## src/rtl/skinny_pkg.sv

```systemverilog
// ============================================================================
// Module      : skinny_pkg
// Description : Shared constants, FSM state encoding, randomness field
//               offsets and the 4-bit SKINNY-64 S-box table used by the
//               nibble-serial S-box layer controller and its S-box pipeline.
// Revision    : 1.0 - initial release
// ============================================================================
`default_nettype none

package skinny_pkg;

    localparam int SBOX_LAT = 3;     // masked S-box pipeline depth
    localparam int NIBBLES  = 16;    // nibbles per 64-bit state

    // Field layout of the 36-bit per-nibble randomness word
    localparam int R_LSB    = 0;
    localparam int R_W      = 24;
    localparam int RC_LSB   = 24;
    localparam int RC_W     = 8;
    localparam int KLMN_LSB = 32;
    localparam int KLMN_W   = 4;

    typedef enum logic [1:0] {
        S_IDLE  = 2'd0,
        S_FEED  = 2'd1,
        S_DRAIN = 2'd2,
        S_DONE  = 2'd3
    } state_t;

    // SKINNY-64 4-bit S-box
    function automatic logic [3:0] skinny_sbox4(input logic [3:0] x);
        logic [3:0] y;
        case (x)
            4'h0: y = 4'hC;  4'h1: y = 4'h6;  4'h2: y = 4'h9;  4'h3: y = 4'h0;
            4'h4: y = 4'h1;  4'h5: y = 4'hA;  4'h6: y = 4'h2;  4'h7: y = 4'hB;
            4'h8: y = 4'h3;  4'h9: y = 4'h8;  4'hA: y = 4'h5;  4'hB: y = 4'hD;
            4'hC: y = 4'h4;  4'hD: y = 4'hE;  4'hE: y = 4'h7;  default: y = 4'hF;
        endcase
        return y;
    endfunction

endpackage

`default_nettype wire

```

## src/rtl/SKINNY_Sbox.sv

```systemverilog
// ============================================================================
// Module      : SKINNY_Sbox
// Description : 3-stage, 3-share SKINNY-64 S-box pipeline (functional model).
//               Stage 1 re-masks the input shares with r[7:0], stage 2
//               evaluates the S-box and re-splits with r[23:8], stage 3
//               re-masks with rc. The XOR of out1..3 equals S(in1^in2^in3)
//               three cycles after the inputs are presented. klmn_out is a
//               combinational update of the klmn seed. No stall, no reset.
// Ports       : clk; in1..in3 [3:0] shares; r [23:0]; rc [7:0]; klmn [3:0];
//               out1..out3 [3:0]; klmn_out [3:0]
// Revision    : 1.0 - initial release
// ============================================================================
`default_nettype none

module SKINNY_Sbox
    import skinny_pkg::*;
(
    input  logic        clk,
    input  logic [3:0]  in1,
    input  logic [3:0]  in2,
    input  logic [3:0]  in3,
    input  logic [23:0] r,
    input  logic [7:0]  rc,
    input  logic [3:0]  klmn,
    output logic [3:0]  out1,
    output logic [3:0]  out2,
    output logic [3:0]  out3,
    output logic [3:0]  klmn_out
);

    logic [3:0]  r_a1, r_a2, r_a3;
    logic [15:0] r_r1;
    logic [7:0]  r_rc1, r_rc2;
    logic [3:0]  r_b1, r_b2, r_b3;
    logic [3:0]  w_q1, w_q2;

    assign w_q1     = r_r1[3:0] ^ r_r1[11:8];
    assign w_q2     = r_r1[7:4] ^ r_r1[15:12];
    assign klmn_out = {klmn[2:0], klmn[3] ^ klmn[2]};

    always_ff @(posedge clk) begin
        // stage 1: share refresh, XOR of the three shares preserved
        r_a1  <= in1 ^ r[3:0];
        r_a2  <= in2 ^ r[7:4];
        r_a3  <= in3 ^ r[3:0] ^ r[7:4];
        r_r1  <= r[23:8];
        r_rc1 <= rc;
        // stage 2: nonlinear layer and re-split
        r_b1  <= skinny_sbox4(r_a1 ^ r_a2 ^ r_a3) ^ w_q1 ^ w_q2;
        r_b2  <= w_q1;
        r_b3  <= w_q2;
        r_rc2 <= r_rc1;
        // stage 3: output refresh
        out1  <= r_b1 ^ r_rc2[3:0];
        out2  <= r_b2 ^ r_rc2[7:4];
        out3  <= r_b3 ^ r_rc2[3:0] ^ r_rc2[7:4];
    end

endmodule

`default_nettype wire

```

## src/rtl/sbox_tag_pipe.sv

```systemverilog
// ============================================================================
// Module      : sbox_tag_pipe
// Description : {valid, index} delay line running alongside the S-box
//               pipeline. The tail entry lines up with the S-box outputs.
//               pending flags entries that will still be in flight after
//               the next edge (everything but the tail).
// Ports       : clk, rst_n; in_valid, in_idx; tail_valid, tail_idx; pending
// Revision    : 1.0 - initial release
// ============================================================================
`default_nettype none

module sbox_tag_pipe #(
    parameter int DEPTH = 3,
    parameter int IDX_W = 4
) (
    input  logic             clk,
    input  logic             rst_n,
    input  logic             in_valid,
    input  logic [IDX_W-1:0] in_idx,
    output logic             tail_valid,
    output logic [IDX_W-1:0] tail_idx,
    output logic             pending
);

    logic [DEPTH-1:0] r_vld;
    logic [IDX_W-1:0] r_idx [DEPTH];

    generate
        for (genvar i = 0; i < DEPTH; i++) begin : g_stage
            if (i == 0) begin : g_head
                always_ff @(posedge clk or negedge rst_n) begin
                    if (!rst_n) begin
                        r_vld[0] <= 1'b0;
                        r_idx[0] <= '0;
                    end else begin
                        r_vld[0] <= in_valid;
                        r_idx[0] <= in_idx;
                    end
                end
            end else begin : g_body
                always_ff @(posedge clk or negedge rst_n) begin
                    if (!rst_n) begin
                        r_vld[i] <= 1'b0;
                        r_idx[i] <= '0;
                    end else begin
                        r_vld[i] <= r_vld[i-1];
                        r_idx[i] <= r_idx[i-1];
                    end
                end
            end
        end
    endgenerate

    assign tail_valid = r_vld[DEPTH-1];
    assign tail_idx   = r_idx[DEPTH-1];
    assign pending    = |r_vld[DEPTH-2:0];

endmodule

`default_nettype wire

```

## src/rtl/skinny_sbox_layer_ctrl.sv

```systemverilog
// ============================================================================
// Module      : skinny_sbox_layer_ctrl
// Description : Nibble-serial controller for the 3-share SKINNY-64 S-box
//               layer. Captures three 64-bit shares on start, issues one
//               nibble per randomness-valid cycle into SKINNY_Sbox and
//               collects the results into three output share registers.
//               Share paths are kept separate throughout.
// Config      : SBOX_BUBBLE_ZERO_EN - when defined, S-box data and r/rc
//               inputs are forced to 0 whenever no nibble is issued; when
//               undefined they hold the last issued nibble/randomness.
// Ports       : clk, rst_n (async, active low); start; state_in1..3 [63:0];
//               rnd_valid, rnd [35:0], rnd_ready; busy; done (1-cycle pulse);
//               state_out1..3 [63:0]
// Revision    : 1.0 - initial release
// ============================================================================
`default_nettype none

module skinny_sbox_layer_ctrl #(
    parameter int SBOX_LAT = skinny_pkg::SBOX_LAT,
    parameter int NIBBLES  = skinny_pkg::NIBBLES
) (
    input  logic                 clk,
    input  logic                 rst_n,
    input  logic                 start,
    input  logic [4*NIBBLES-1:0] state_in1,
    input  logic [4*NIBBLES-1:0] state_in2,
    input  logic [4*NIBBLES-1:0] state_in3,
    input  logic                 rnd_valid,
    input  logic [35:0]          rnd,
    output logic                 rnd_ready,
    output logic                 busy,
    output logic                 done,
    output logic [4*NIBBLES-1:0] state_out1,
    output logic [4*NIBBLES-1:0] state_out2,
    output logic [4*NIBBLES-1:0] state_out3
);
    import skinny_pkg::*;

    localparam int IDX_W = $clog2(NIBBLES);
    localparam logic [IDX_W-1:0] C_LAST_IDX = IDX_W'(NIBBLES - 1);

    state_t               r_state;
    logic [IDX_W-1:0]     r_idx;
    logic                 r_first;
    logic [4*NIBBLES-1:0] r_sh1, r_sh2, r_sh3;
    logic [4*NIBBLES-1:0] r_out1, r_out2, r_out3;
    logic [3:0]           r_klmn;
    logic                 r_busy, r_done;

    logic                 w_issue;
    logic [3:0]           w_nib1, w_nib2, w_nib3;
    logic [3:0]           w_sb_in1, w_sb_in2, w_sb_in3;
    logic [23:0]          w_sb_r;
    logic [7:0]           w_sb_rc;
    logic [3:0]           w_sb_klmn, w_sb_klmn_out;
    logic [3:0]           w_sb_out1, w_sb_out2, w_sb_out3;
    logic                 w_tail_valid, w_pending;
    logic [IDX_W-1:0]     w_tail_idx;

    assign w_issue   = (r_state == S_FEED) && rnd_valid;
    assign rnd_ready = w_issue;
    assign busy      = r_busy;
    assign done      = r_done;
    assign state_out1 = r_out1;
    assign state_out2 = r_out2;
    assign state_out3 = r_out3;

    assign w_nib1 = r_sh1[{r_idx, 2'b00} +: 4];
    assign w_nib2 = r_sh2[{r_idx, 2'b00} +: 4];
    assign w_nib3 = r_sh3[{r_idx, 2'b00} +: 4];

    // The first nibble of a layer is seeded from rnd, later ones chain the
    // S-box klmn_out through r_klmn.
    assign w_sb_klmn = r_first ? rnd[KLMN_LSB +: KLMN_W] : r_klmn;

`ifdef SBOX_BUBBLE_ZERO_EN
    assign w_sb_in1 = w_issue ? w_nib1 : 4'h0;
    assign w_sb_in2 = w_issue ? w_nib2 : 4'h0;
    assign w_sb_in3 = w_issue ? w_nib3 : 4'h0;
    assign w_sb_r   = w_issue ? rnd[R_LSB +: R_W]   : '0;
    assign w_sb_rc  = w_issue ? rnd[RC_LSB +: RC_W] : '0;
`else
    logic [3:0]  r_hold1, r_hold2, r_hold3;
    logic [23:0] r_hold_r;
    logic [7:0]  r_hold_rc;

    // Non-issue cycles keep re-presenting the last issued nibble.
    always_ff @(posedge clk or negedge rst_n) begin
        if (!rst_n) begin
            r_hold1   <= '0;
            r_hold2   <= '0;
            r_hold3   <= '0;
            r_hold_r  <= '0;
            r_hold_rc <= '0;
        end else if (w_issue) begin
            r_hold1   <= w_nib1;
            r_hold2   <= w_nib2;
            r_hold3   <= w_nib3;
            r_hold_r  <= rnd[R_LSB +: R_W];
            r_hold_rc <= rnd[RC_LSB +: RC_W];
        end
    end

    assign w_sb_in1 = w_issue ? w_nib1 : r_hold1;
    assign w_sb_in2 = w_issue ? w_nib2 : r_hold2;
    assign w_sb_in3 = w_issue ? w_nib3 : r_hold3;
    assign w_sb_r   = w_issue ? rnd[R_LSB +: R_W]   : r_hold_r;
    assign w_sb_rc  = w_issue ? rnd[RC_LSB +: RC_W] : r_hold_rc;
`endif

    SKINNY_Sbox u_sbox (
        .clk      (clk),
        .in1      (w_sb_in1),
        .in2      (w_sb_in2),
        .in3      (w_sb_in3),
        .r        (w_sb_r),
        .rc       (w_sb_rc),
        .klmn     (w_sb_klmn),
        .out1     (w_sb_out1),
        .out2     (w_sb_out2),
        .out3     (w_sb_out3),
        .klmn_out (w_sb_klmn_out)
    );

    sbox_tag_pipe #(
        .DEPTH (SBOX_LAT),
        .IDX_W (IDX_W)
    ) u_tag_pipe (
        .clk        (clk),
        .rst_n      (rst_n),
        .in_valid   (w_issue),
        .in_idx     (r_idx),
        .tail_valid (w_tail_valid),
        .tail_idx   (w_tail_idx),
        .pending    (w_pending)
    );

    always_ff @(posedge clk or negedge rst_n) begin
        if (!rst_n) begin
            r_state <= S_IDLE;
            r_idx   <= '0;
            r_first <= 1'b0;
            r_sh1   <= '0;
            r_sh2   <= '0;
            r_sh3   <= '0;
            r_klmn  <= '0;
            r_busy  <= 1'b0;
            r_done  <= 1'b0;
        end else begin
            case (r_state)
                S_IDLE: begin
                    r_done <= 1'b0;
                    if (start) begin
                        r_sh1   <= state_in1;
                        r_sh2   <= state_in2;
                        r_sh3   <= state_in3;
                        r_idx   <= '0;
                        r_first <= 1'b1;
                        r_busy  <= 1'b1;
                        r_state <= S_FEED;
                    end
                end
                S_FEED: begin
                    if (rnd_valid) begin
                        r_idx   <= r_idx + 1'b1;
                        r_first <= 1'b0;
                        r_klmn  <= w_sb_klmn_out;
                        if (r_idx == C_LAST_IDX) begin
                            r_state <= S_DRAIN;
                        end
                    end
                end
                S_DRAIN: begin
                    // Only the tail remains: it is written on this edge, so
                    // the results are complete in the DONE cycle.
                    if (!w_pending) begin
                        r_done  <= 1'b1;
                        r_state <= S_DONE;
                    end
                end
                default: begin
                    r_done  <= 1'b0;
                    r_busy  <= 1'b0;
                    r_state <= S_IDLE;
                end
            endcase
        end
    end

    always_ff @(posedge clk or negedge rst_n) begin
        if (!rst_n) begin
            r_out1 <= '0;
            r_out2 <= '0;
            r_out3 <= '0;
        end else if (w_tail_valid) begin
            r_out1[{w_tail_idx, 2'b00} +: 4] <= w_sb_out1;
            r_out2[{w_tail_idx, 2'b00} +: 4] <= w_sb_out2;
            r_out3[{w_tail_idx, 2'b00} +: 4] <= w_sb_out3;
        end
    end

endmodule

`default_nettype wire

```

## config.mk

```make
export PLATFORM = sky130hd
export DESIGN_NAME = skinny_sbox_layer_ctrl
export DESIGN_NICKNAME = d
export VERILOG_FILES = /design/src/rtl/skinny_pkg.sv /design/src/rtl/SKINNY_Sbox.sv /design/src/rtl/sbox_tag_pipe.sv /design/src/rtl/skinny_sbox_layer_ctrl.sv
export SDC_FILE = /design/constraint.sdc
export NUM_CORES = 1
export LEC_CHECK = 0
export CORE_MARGIN = 1.5
export CORE_UTILIZATION = 50
export CTS_CLUSTER_SIZE = 16
export DETAILED_ROUTE_END_ITERATION = 7
export GPL_TIMING_DRIVEN = 0
export PLACE_DENSITY = 0.78
export SYNTH_ARGS = -nofsm -noshare
export SYNTH_HDL_FRONTEND = slang
export SYNTH_SLANG_ARGS = --single-unit
```

## constraint.sdc

```tcl
create_clock -name clk -period 4.9 [get_ports clk]
set_clock_uncertainty 0.15 [all_clocks]
set_input_delay 0.735 -clock clk [delete_from_list [all_inputs] [get_ports clk]]
set_output_delay 0.735 -clock clk [all_outputs]
set_load 0.01 [all_outputs]
```

# Word level (Yosys, flattened, before mapping)
# Memories as Yosys holds them, arrays and structs flattened.
# Index checks and enable logic that the tools add are counted.
[word_totals]
ff_bits = 519
romBits = 64
output_inout_bits = 195
elab_cells = 96
n_memories = 1
[classes]
n_addsub = 2
eq_ne = 7
shift = 7
n_mux = 20
bitwise_logic = 16
reduce_logical = 10
[mem_list]
columns = ["name", "words", "word_bits", "rd", "rd_ports_with_merged_regs", "wr", "line", "source"]
rows = [
  ["(name not given)", 16, 4, 1, 0, 0, "skinny_pkg.sv:33", "case (x)"],
]
[op_table]
columns = ["cell", "count"]
rows = [
  ["64-bit bitwise mux", 3],
  ["4-bit by 8-bit indexed part select with 64-bit output", 3],
  ["64-bit by 7-bit indexed part select with 4-bit output", 3],
  ["4-bit by 8-bit variable shift with 64-bit output (first input constant)", 1],
  ["4-bit XOR", 14],
  ["24-bit 2-to-1 mux", 1],
  ["4-bit 2-to-1 mux", 5],
  ["2-bit 2-to-1 mux", 4],
  ["8-bit 2-to-1 mux", 1],
  ["6-bit negation with 8-bit output", 1],
  ["4-bit one-hot mux with 2 select lines", 1],
  ["2-bit != test (second input constant)", 3],
  ["2-bit one-hot mux with 3 select lines", 1],
  ["2-bit AND reduction", 3],
  ["4-bit by 1-bit adder with 4-bit output (second input constant)", 1],
  ["4-bit equality test (second input constant)", 1],
  ["1-bit one-hot mux with 2 select lines", 2],
  ["4-bit AND reduction", 1],
  ["2-bit OR reduction", 2],
  ["3-bit AND reduction", 1],
  ["2-bit by 1-bit equality test with 1-bit output (second input constant)", 1],
  ["2-bit equality test (second input constant)", 1],
  ["2-bit zero test", 1],
  ["1-bit 2-to-1 mux", 2],
  ["other kinds (4)", 5],
]

# Logic depth before layout (Yosys ltp)
[logic_depth]
ltp_word = 5
ltp_mapped = 9
ltp_nobuf = 7

# Hierarchy
# Synthesis repeated with hierarchy kept, for this count alone.
[unflattened]
cells_unflattened = 1487
area_unflattened_um2 = 21110.2
[modules_own_cells]
columns = ["mod", "instances", "cells_each", "area_each_um2"]
rows = [
  ["skinny_sbox_layer_ctrl", 1, 1327, 18665.4],
  ["SKINNY_Sbox", 1, 140, 2033.2],
  ["sbox_tag_pipe", 1, 20, 411.6],
]

# Worst setup path after synthesis
# OpenSTA, ideal clock, no wires.
[synth_path]
path_kind = "input to output"
startpoint = "input port rnd_valid"
endpoint = "output port rnd_ready"
arrival_ns = 1.779
required_time_ns = 4.015
setup_slack_ns = 2.236
path_stages = 6
n_path_buf = 4
cell_sequence = "buf_2 nand2_1 inv_1 buf_2 buf_2 buf_1"
[synth_between]
elab_chain_cells = 1
[synth_rtl]
columns = ["item", "line", "source"]
rows = [
  ["start, declared", "skinny_sbox_layer_ctrl.sv:28", "input logic rnd_valid,"],
  ["1-bit logical AND", "skinny_sbox_layer_ctrl.sv:60", "assign w_issue = (r_state == S_FEED) && rnd_valid;"],
  ["end, declared", "skinny_sbox_layer_ctrl.sv:30", "output logic rnd_ready,"],
]
# No other way between the ends.

# Worst setup path after layout
# Same ends and word-level chain as after synthesis.

==> flow_summary.json <==
{
  "ff_latch_area_mm2": 0.0126,
  "worst_pin_slew_ns": 0.831,
  "ant_nets": 0,
  "numPortBuffers": 422,
  "fillers": 2922,
  "crit_path_max_incr_delay_ns": 0.64,
  "synth_edf_count": 0,
  "worst-path-max-fanout": 11,
  "grt_max_degree": 125,
  "comb_power_share": 0.341,
  "path_class": "in -> out",
  "cts_sinks": 519,
  "r2r-end": "state_out1[25]$_DFFE_PN0P_",
  "start_kind": "input port",
  "endpoint_kind": "output pin",
  "netlist_area_mm2": 0.0210,
  "dr_total_vias": 13800,
  "max-vdd-ir-drop_mv": 0.434,
  "clock_latency_ns": 0.59,
  "worstPathRequired_ns": 4.01,
  "path_cells": "clkdlybuf4s50_1 > buf_2 > nand2_1 > inv_1 > buf_2 > buf_2 > buf_1 > clkdlybuf4s50_1",
  "arrival_ns": 3.30,
  "syn_inst": 1472,
  "synth_warnings": 0,
  "p_seq_frac": 0.409,
  "rows": 74,
  "crit_slowest_cell": "clkdlybuf4s50_1",
  "hold_path_end": "u_sbox.r_rc2[5]$_DFF_P_",
  "hold-path-cell-count": 0,
  "hold_class": "reg -> reg",
  "initial_core_util": 0.510,
  "final_util": 0.675,
  "cts_buffers": 52,
  "synthArstFlopShare": 0.869,
  "grt_overflow_total": 0,
  "synth_ff_type": "dfrtp_1",
  "clkTransAtPathRegs_ns": 0.06,
  "crit_top_cell": "buf_2",
  "antenna_found_initial": 16,
  "cts_root_buf": "clkbuf_16",
  "final_common_cell": "dfrtp_1",
  "rsz0062_at_grt": "no",
  "rr_worst_depth": 9,
  "die_height_um": 208,
  "r2r_start": "u_tag_pipe.tail_idx[0]$_DFF_PN0_",
  "p_leak_uw": 0.0124,
  "globalRouteTotalUtil": 0.263,
  "clockBufferDepth": 3,
  "drc": 0,
  "crit_family": "buffers and inverters",
  "drv_cap": 0,
  "die_w_um": 208,
  "critical_path_buf_inv_count": 7,
  "finalPower_uw": 16100,
  "hold_start": "u_sbox.r_rc1[5]$_DFF_P_",
  "multi_input_area_mm2": 0.00784,
  "cts_tree": "done",
  "setup_ws_ns": 0.711,
  "crit_start": "rnd_valid",
  "drtPass1Iterations": 5,
  "synth.yosys.seq_area_share": 0.601,
  "final_cell_mix": "451 x dfrtp_1, 421 x clkdlybuf4s50_1, 395 x mux2_2, 126 x nand2_1, 68 x dfxtp_1",
  "min_period_ns": 4.19,
  "clkPwrFrac": 0.250,
  "nets": 2196,
  "area_delta_synth_final_pct": 32.3,
  "drt-total-wl_um": 56400,
  "grt_pass1_vias": 14800,
  "status": "complete, no violations",
  "setup_viol": 0,
  "switching_share": 0.314,
  "io_pins": 427,
  "drive_above_1_share": 0.291,
  "period_share": 0.855,
  "ys_ff_latch": 519,
  "core-area_mm2": 0.0412,
  "htreeDepth": 2,
  "grt_pass1_wl_um": 86800,
  "gp_congestion": 0.832,
  "dp_hpwl_um": 42400,
  "avgSynthCellArea_um2": 14.3,
  "max_slew_margin": 0.446,
  "powerDensity_mw_per_mm2": 578,
  "synth.net_count": 1715,
  "viasPerCell": 5.42,
  "dieArea_mm2": 0.0433,
  "slew_viol_final": 0,
  "drt_iter0_markers": 790,
  "p_sw_uw": 5060,
  "cellInternalPower_uw": 11000,
  "max_freq_ghz": 0.239,
  "pre_cts_ws_ns": 0.738,
  "hold_viol": 0,
  "routedWlPerCell_um": 22.2,
  "rrSetupSlack_ns": 1.97,
  "yosys.cell_types.count": 54
}
cells in the mapped netlist, drive strengths merged (2+ instances only):
cell	number	area share
a22oi	2	0.00071
mux2	409	0.22
mux2i	12	0.0057
ha	11	0.0065
dfxtp	68	0.065
nand2b	3	0.00089
o2111ai	6	0.0037
nand3	14	0.0033
and2	6	0.0018
nand4	5	0.0015
and4b	3	0.0020
or2	2	0.00059
mux4	24	0.026
xor2	35	0.015
nor3	4	0.00095
o311ai	2	0.00083
nor2	28	0.0050
nand2	126	0.022
clkbuf	45	0.0080
a211oi	12	0.0071
xnor3	3	0.0032
a21oi	21	0.0052
xnor2	23	0.010
o21ai	26	0.0064
a222oi	12	0.0057
nor4	4	0.0033
o22ai	12	0.0036
nor2b	4	0.0012
and3	19	0.0057
buf	44	0.013
dfrtp	451	0.54
inv	25	0.0045
timing repair:
item | 4_1_cts | 5_1_grt
endpoints found under the setup margin | 0 | 0
setup buffers | 0 | 0
hold buffers | 1 | 0
resized for setup | 0 | 0
endpoints found under the hold margin | 19 | 0
routing by layer:
metal,up-vias,global-route usage,share of wire
li1,6160,-,-
met1,7038,0.325,0.40
met2,431,0.441,0.50
met3,113,0.0709,0.064
met4,8,0.102,0.035
met5,-,0,0.00085
power groups by stage:
| stage | registers (µW) | logic [µW] | clock network [µW] |
|---|---|---|---|
| 3_5_place_dp | 6640 | 5500 | 0 |
| 5_1_grt | 6750 | 5930 | 4270 |
| 4_1_cts | 6570 | 5540 | 4080 |
| 2_1_floorplan | 6480 | 3650 | 0 |
| 3_3_place_gp | 6590 | 5290 | 0 |
| 6_report | 6580 | 5500 | 4020 |
flip-flops by register name, summed over array words and instances (netlist names), 8 cells and up:
signal / count
r_sh1: 64
state_out2: 64
r_hold_rc: 8
u_sbox.r_rc1: 8
u_tag_pipe.r_idx: 8
state_out1: 64
r_sh2: 64
state_out3: 64
u_sbox.r_rc2: 8
r_sh3: 64
u_sbox.r_r1: 16
r_hold_r: 24
layout make-up:
| cell class | instances | area share |
|---|---|---|
| Inverter | 25 | 0.00337 |
| Clock buffer | 77 | 0.0574 |
| Buffer | 89 | 0.0161 |
| Sequential cell | 519 | 0.454 |
| Timing Repair Buffer | 427 | 0.156 |
| Clock inverter | 19 | 0.00571 |
| Multi-Input combinational cell | 839 | 0.282 |
| Tap cell | 532 | 0.0239 |
| Antenna cell | 11 | 0.000989 |
worst register-to-register path, cell delays in order (launching register included):
cell       delay, ns
dfrtp_1         0.46
buf_4           0.21
inv_1           0.10
ha_1            0.14
buf_2           0.26
o21bai_1        0.17
a21oi_2         0.11
o2111ai_1       0.46
buf_2           0.37
mux2_2          0.39
kinds of logic (layout without fill, tap and decap cells):
family	after synthesis	count (layout)	synth area share
simple gates	222	222	0.0510
buf+inv	114	637	0.0258
compound gates	100	100	0.0362
xor+xnor	61	61	0.0286
flops	519	519	0.601
fa+ha+maj	11	11	0.00654
other cells	0	11	0
mux	445	445	0.250
how the worst max path moves through the flow:
stage,to,slack [ns],cells past startpoint
detailed placement,rnd_ready,0.74,8
CTS,rnd_ready,0.74,8
finish,rnd_ready,0.71,8
global placement,r_sh2[10]$_DFFE_PN0P_,-16.35,1
floorplan,rnd_ready,2.24,6
global route,rnd_ready,0.60,8
per-stage QoR:
stage | hold WS (ns) | setup TNS, ns | cell area (µm²) | instances
after floorplan | 0.160 | 0 | 21000 | 1472
after CTS | 0.176 | 0 | 27800 | 2527
final | 0.176 | 0 | 27800 | 2538
after detailed placement | 0.162 | 0 | 26000 | 2430
after global placement | 0.162 | -7336.52 | 25900 | 2426
after global routing | 0.182 | 0 | 27800 | 2536
Power figures use the tool's default switching activity.
